==> src/rtl/quad_decoder_if.sv <==
// quad_decoder_if
// Groups the encoder-side inputs and the decoded position/status outputs of
// the quadrature decoder into one bundle.
//   enc_a, enc_b : raw encoder channels, asynchronous to the decoder clock
//   clr          : synchronous clear of pos and err, active high
//   pos          : wrapping up/down position count
//   dir          : direction of the last legal step (1 = up)
//   step         : one-cycle pulse per legal transition
//   err          : sticky illegal-transition flag
// Modports: master drives the encoder/clear side, slave is the decoder.
interface quad_decoder_if #(
    parameter int POS_W = 8
);
    logic             enc_a;
    logic             enc_b;
    logic             clr;
    logic [POS_W-1:0] pos;
    logic             dir;
    logic             step;
    logic             err;

    modport master (
        output enc_a, enc_b, clr,
        input  pos, dir, step, err
    );

    modport slave (
        input  enc_a, enc_b, clr,
        output pos, dir, step, err
    );
endinterface

==> src/rtl/quad_decoder.sv <==
// quad_decoder
// Receiving end of a quadrature encoder link. Each channel is synchronised,
// glitch-filtered, and the filtered Gray-code pair is decoded into a step
// strobe, a direction and a wrapping up/down position count. An illegal
// transition (both channels changing together) sets a sticky error flag.
// Ports:
//   clk    : system clock, all state on the rising edge
//   resetn : asynchronous active-low reset
//   bus    : quad_decoder_if.slave (enc_a, enc_b, clr in; pos, dir, step, err out)
module quad_decoder #(
    parameter int POS_W       = 8,
    parameter int SYNC_STAGES = 2,
    parameter int FILT_LEN    = 3
) (
    input  logic           clk,
    input  logic           resetn,
    quad_decoder_if.slave  bus
);

    // The decoder stays idle until the pipeline ahead of it has been filled
    // with real pin samples, so a resting encoder cannot look like a step.
    localparam int ARM_EDGES = SYNC_STAGES + FILT_LEN + 1;
    localparam int ARM_W     = $clog2(ARM_EDGES + 1);
    localparam logic [ARM_W-1:0] ARM_LAST = ARM_W'(ARM_EDGES - 1);

    typedef enum logic {
        ST_ARMING,
        ST_RUN
    } state_t;

    logic [SYNC_STAGES-1:0] syncA_q, syncB_q;
    logic [FILT_LEN-1:0]    histA_q, histB_q;
    logic                   fa_q, fb_q;
    logic                   fa_d, fb_d;

    state_t                 state_q, state_d;
    logic [ARM_W-1:0]       armCnt_q, armCnt_d;
    logic [1:0]             prev_q, prev_d;
    logic [POS_W-1:0]       pos_q, pos_d;
    logic                   dir_q, dir_d;
    logic                   step_q, step_d;
    logic                   err_q, err_d;

    logic [1:0]             cur;
    logic [1:0]             delta;

    // Maps a quadrature Gray code to its position within one electrical cycle
    // so that a legal step is a difference of +1 or -1 modulo 4.
    function automatic logic [1:0] grayToBin(input logic [1:0] g);
        return {g[1], g[1] ^ g[0]};
    endfunction

    // Plain flop chains: nothing may sit between the synchroniser stages.
    always_ff @(posedge clk or negedge resetn) begin
        if (!resetn) begin
            syncA_q <= '0;
            syncB_q <= '0;
        end else begin
            syncA_q <= {syncA_q[SYNC_STAGES-2:0], bus.enc_a};
            syncB_q <= {syncB_q[SYNC_STAGES-2:0], bus.enc_b};
        end
    end

    // Sample history of each synchronised channel for the glitch filter.
    always_ff @(posedge clk or negedge resetn) begin
        if (!resetn) begin
            histA_q <= '0;
            histB_q <= '0;
        end else begin
            histA_q[0] <= syncA_q[SYNC_STAGES-1];
            histB_q[0] <= syncB_q[SYNC_STAGES-1];
            for (int i = 1; i < FILT_LEN; i++) begin
                histA_q[i] <= histA_q[i-1];
                histB_q[i] <= histB_q[i-1];
            end
        end
    end

    // A filtered level only flips once the whole history agrees on the
    // opposite level: a high level falls when every sample is low, a low
    // level rises when every sample is high.
    always_comb begin
        fa_d = fa_q ? (|histA_q) : (&histA_q);
        fb_d = fb_q ? (|histB_q) : (&histB_q);
    end

    always_ff @(posedge clk or negedge resetn) begin
        if (!resetn) begin
            fa_q <= 1'b0;
            fb_q <= 1'b0;
        end else begin
            fa_q <= fa_d;
            fb_q <= fb_d;
        end
    end

    assign cur   = {fa_q, fb_q};
    assign delta = grayToBin(cur) - grayToBin(prev_q);

    always_ff @(posedge clk or negedge resetn) begin
        if (!resetn) begin
            state_q  <= ST_ARMING;
            armCnt_q <= '0;
            prev_q   <= 2'b00;
            pos_q    <= '0;
            dir_q    <= 1'b0;
            step_q   <= 1'b0;
            err_q    <= 1'b0;
        end else begin
            state_q  <= state_d;
            armCnt_q <= armCnt_d;
            prev_q   <= prev_d;
            pos_q    <= pos_d;
            dir_q    <= dir_d;
            step_q   <= step_d;
            err_q    <= err_d;
        end
    end

    // On the arming edge the filtered level is itself still settling (it
    // takes its first real value on this very edge), so prev captures the
    // incoming filtered value rather than the stale reset value.
    always_comb begin
        state_d  = state_q;
        armCnt_d = armCnt_q;
        prev_d   = prev_q;
        pos_d    = pos_q;
        dir_d    = dir_q;
        step_d   = 1'b0;
        err_d    = err_q;

        case (state_q)
            ST_ARMING: begin
                armCnt_d = armCnt_q + ARM_W'(1);
                if (armCnt_q == ARM_LAST) begin
                    state_d = ST_RUN;
                    prev_d  = {fa_d, fb_d};
                end
            end
            ST_RUN: begin
                prev_d = cur;
                case (delta)
                    2'd1: begin
                        pos_d  = pos_q + POS_W'(1);
                        dir_d  = 1'b1;
                        step_d = 1'b1;
                    end
                    2'd3: begin
                        pos_d  = pos_q - POS_W'(1);
                        dir_d  = 1'b0;
                        step_d = 1'b1;
                    end
                    2'd2: begin
                        err_d = 1'b1;
                    end
                    default: begin
                    end
                endcase
            end
            default: begin
                state_d = ST_ARMING;
            end
        endcase

        // Clear overrides any count or error change on the same edge.
        if (bus.clr) begin
            pos_d = '0;
            err_d = 1'b0;
        end
    end

    assign bus.pos  = pos_q;
    assign bus.dir  = dir_q;
    assign bus.step = step_q;
    assign bus.err  = err_q;

endmodule

==> src/flat_wrapper.sv <==
// flat-port wrapper written by rule: the top's interface ports become plain ports
module quad_decoder_flat 
#(
    parameter int POS_W       = 8,
    parameter int SYNC_STAGES = 2,
    parameter int FILT_LEN    = 3
)
  (clk, resetn, bus_enc_a, bus_enc_b, bus_clr, bus_pos, bus_dir, bus_step, bus_err);
  quad_decoder_if #(.POS_W(POS_W)) bus_i ();
  input  logic clk;
  input  logic resetn;
  input wire logic [$bits(bus_i.enc_a)-1:0] bus_enc_a;
  input wire logic [$bits(bus_i.enc_b)-1:0] bus_enc_b;
  input wire logic [$bits(bus_i.clr)-1:0] bus_clr;
  output wire logic [$bits(bus_i.pos)-1:0] bus_pos;
  output wire logic [$bits(bus_i.dir)-1:0] bus_dir;
  output wire logic [$bits(bus_i.step)-1:0] bus_step;
  output wire logic [$bits(bus_i.err)-1:0] bus_err;
  assign bus_i.enc_a = bus_enc_a;
  assign bus_i.enc_b = bus_enc_b;
  assign bus_i.clr = bus_clr;
  assign bus_pos = bus_i.pos;
  assign bus_dir = bus_i.dir;
  assign bus_step = bus_i.step;
  assign bus_err = bus_i.err;
  quad_decoder #(.POS_W(POS_W), .SYNC_STAGES(SYNC_STAGES), .FILT_LEN(FILT_LEN)) u_core (.clk(clk), .resetn(resetn), .bus(bus_i));
endmodule
==> config.mk <==
export PLATFORM = sky130hd
export DESIGN_NAME = quad_decoder_flat
export DESIGN_NICKNAME = d
export VERILOG_FILES = /design/src/rtl/quad_decoder_if.sv /design/src/rtl/quad_decoder.sv /design/src/flat_wrapper.sv
export SDC_FILE = /design/constraint.sdc
export NUM_CORES = 1
export LEC_CHECK = 0
export ABC_AREA = 1
export CAP_MARGIN = 20
export CELL_PAD_IN_SITES_DETAIL_PLACEMENT = 1
export CELL_PAD_IN_SITES_GLOBAL_PLACEMENT = 2
export CORE_MARGIN = 8
export CORE_UTILIZATION = 37
export CTS_BUF_LIST = sky130_fd_sc_hd__clkbuf_8 sky130_fd_sc_hd__clkbuf_16
export DETAILED_ROUTE_END_ITERATION = 6
export DONT_BUFFER_PORTS = 1
export PLACE_DENSITY = 0.84
export SYNTH_ARGS = -nofsm -noshare
export SYNTH_HDL_FRONTEND = slang
export SYNTH_SLANG_ARGS = --single-unit
==> constraint.sdc <==
create_clock -name clk -period 2.29 [get_ports clk]
set_input_delay 0.229 -clock clk [delete_from_list [all_inputs] [get_ports clk]]
set_output_delay 0.229 -clock clk [all_outputs]
set_load 0.05 [all_outputs]
==> flow_summary.toml <==
[clocking]
tritoncts = "built"
h-tree-depth = 2
cts_buffers = 5
path_clk_slew_ps = 60
cts_root_buffer = "clkbuf_8"
clock_path_buffers = 2
clk_latency_ps = 280
clock_sinks = 29

[timing]
max_slew_margin = 0.599
worst_slack_ps = 141
finalSetupViolCount = 0
worstMarginPinSlew_ps = 602
period_minus_slack_ps = 2150
finClkSkew_ps = 6.17
grt_setup_unrepaired = "true"
slew_viol_final = 0
hold_violations = 0
post-route-period-util = 0.938
timing.fmax_ghz = 0.465
fin_setup_tns_ps = 0

[floorplanning]
fp.dieW_um = 78.7
initial_core_util = 0.375
die_h_um = 78.7
placement_rows = 23
die_area_um2 = 6200
io_pins = 16
fp.coreArea_um2 = 3880

[setup_path]
crit_required_ps = 2460
critPathArrivalTime_ps = 2320
r2r_slack_ps = 140
r2r_cells = 17
r2r-start = "u_core.fb_q"
path_buf_inv = 3
cp_max_fo = 4
cp_slowest_stage_delay_ps = 400
path_cells = "xnor2_1 -> ha_2 -> inv_2 -> nand3_4 -> nand2_2 -> nand2_1 -> inv_1 -> ha_1 -> inv_1 -> nand2_2 -> nand2_2 -> nand2_2 -> nand3_2 -> nand2_1 -> nand2_1 -> nand3_1 -> nand2_1"
cp_top_family = "simple AND/OR/NAND/NOR gates"
worst_setup_path_end_kind = "flop"
crit_path_top_delay_cell = "dfrtp_1"
startpoint_type = "flop"
r2r_end = "u_core.bus.pos[6]"
crit_type = "flop to flop"

[global_routing]
grt_pass1_wl_um = 5880
grt_max_degree = 30
grt.total_usage = 0.120
grt_pass1_vias = 1313
grt_antenna_before_repair = 0
overflow = 0

[placement]
dp_cells = 220
dpl_cell_area_um2 = 1540
pre_cts_ws_ps = -15.0
dp_hpwl_um = 2360
gp_congestion = 0.781
port_buffers = 0

[finish]
stdcell_count = 236
antenna_cells = 0
fillers = 473
drive_above_1_share = 0.215
multi_input_area_um2 = 681
fin_area_um2 = 1800
area_growth_pct = 23.6
final_common_cell = "nand2_1"
num-nets-final = 198
final_util = 0.463
mostFrequentLayoutCells = "nand2_1, dfrtp_1, inv_1"
seq_area_um2 = 726

[run]
drv_cap = 0

[hold_path]
hold_path_startpoint = "bus_clr"
hold-path-cell-count = 3
hp-class = "primary input to flop"
min_to = "u_core.bus.pos[5]"

[pwr]
ir_drop_mv = 0.360
powerDensity_nw_per_um2 = 1380
power.leakage_nw = 0.904

[synthesis]
synth_area_leaders = "dfrtp_1, nand2_1, inv_1"
synth_edf_count = 0
syn_inst = 167
yosys.area.top_type_share = 0.498
synth_cell_type_count = 26
yosysWarningCount = 0
synth_area_um2 = 1460
syn_nets = 179
synth_top_area_cell = "dfrtp_1"
synth_seq_area_share = 0.498
ys.flop_type = "dfrtp_1"
ys_ff_latch = 29
avgSynthCellArea_um2 = 8.72
synth-async-reset-ratio = 1.00

[routing]
vias = 1161
vias_per_cell = 4.92
drc = 0
wirelength_um = 3310
drt_iter0_drc = 50
first_pass_iters = 4
routedWlPerCell_um = 14.0
antenna_left = 0

[status]
status = "complete, no violations"
## synthesized netlist by cell type (2+ instances only)
cell type  number
a21oi_1         6
dfrtp_1        29
ha_1            7
inv_1          26
inv_2           2
nand2_1        43
nand2_2         5
nand3_1        11
nand4_1         3
nor2_1          5
nor2_2          2
nor3_1          2
o21ai_0         8
o22ai_1         2
xnor2_1         3
xor2_1          3
## sequential cells by signal, summed over array words and instances, names as in the netlist
register	flops
u_core.armCnt_q	3
u_core.bus.dir	1
u_core.bus.err	1
u_core.bus.pos	8
u_core.bus.step	1
u_core.fa_q	1
u_core.fb_q	1
u_core.histA_q	3
u_core.histB_q	3
u_core.prev_q	2
u_core.state_q	1
u_core.syncA_q	2
u_core.syncB_q	2
## how the worst max path moves through the flow
stage,startpoint,end,slack (ps),depth (start not counted)
after floorplan,u_core.fa_q,u_core.bus.pos[6],220,15
after global placement,u_core.fa_q,u_core.bus.pos[6],90,17
after detailed placement,u_core.fa_q,u_core.bus.pos[6],-10,17
after CTS,u_core.fa_q,u_core.bus.pos[6],10,17
after global routing,u_core.fb_q,u_core.bus.pos[6],-20,17
final,u_core.fb_q,u_core.bus.pos[6],140,17
## where the power goes
part	total [W]	leakage (nW)	internal (W)	switching, W
sequential	0.000915	0.348	0.000604	0.000310
clock	0.000511	0.0540	0.000316	0.000196
combinational	0.00106	0.503	0.000410	0.000650
## cell type report
type / instances / area share
Clock inverter: 2 / 0.0195
Sequential cell: 29 / 0.403
Timing Repair Buffer: 13 / 0.0667
Clock buffer: 5 / 0.0382
Multi-Input combinational cell: 109 / 0.378
Tap cell: 50 / 0.0347
Inverter: 28 / 0.0598
## metal layers
| layer | GRT usage | vias to the layer above | wire, um |
|---|---|---|---|
| li1 | - | 566 | - |
| met1 | 0.127 | 569 | 1470 |
| met2 | 0.204 | 19 | 1600 |
| met3 | 0.0440 | 7 | 180 |
| met4 | 0.0630 | 0 | 67 |
| met5 | 0 | - | 0 |
## kinds of logic after synthesis
group	Yosys count	synth area share
and+or+nand+nor	77	0.258
buffers and inverters	29	0.0756
DFF	29	0.498
AOI/OAI and AO/OA	19	0.0722
adders and majority gates	7	0.0601
xor gates and xnor gates	6	0.0361
## worst min-delay path, delay by kind of cell
kind	cells	cell delay, ps
simple gates	3	150
## repair_timing
| item | 4_1_cts | 5_1_grt |
|---|---|---|
| cloned | 0 | 0 |
| hold buffers | 5 | 0 |
| endpoints found under the hold margin | 32 | 0 |
| setup endpoints to repair | 2 | 4 |
| pin swaps | 0 | 5 |
| gates resized for setup | 1 | 10 |
| buffers inserted | 0 | 4 |
## metrics by stage
step / hold slack, ps / power [W]
finish: 149 / 0.00249
CTS: 135 / 0.00238
floorplan: -66.6 / 0.00159
global placement: -65.8 / 0.00177
detailed placement: -65.8 / 0.00181
global route: 163 / 0.00268
(Power assumes the default switching activity.)
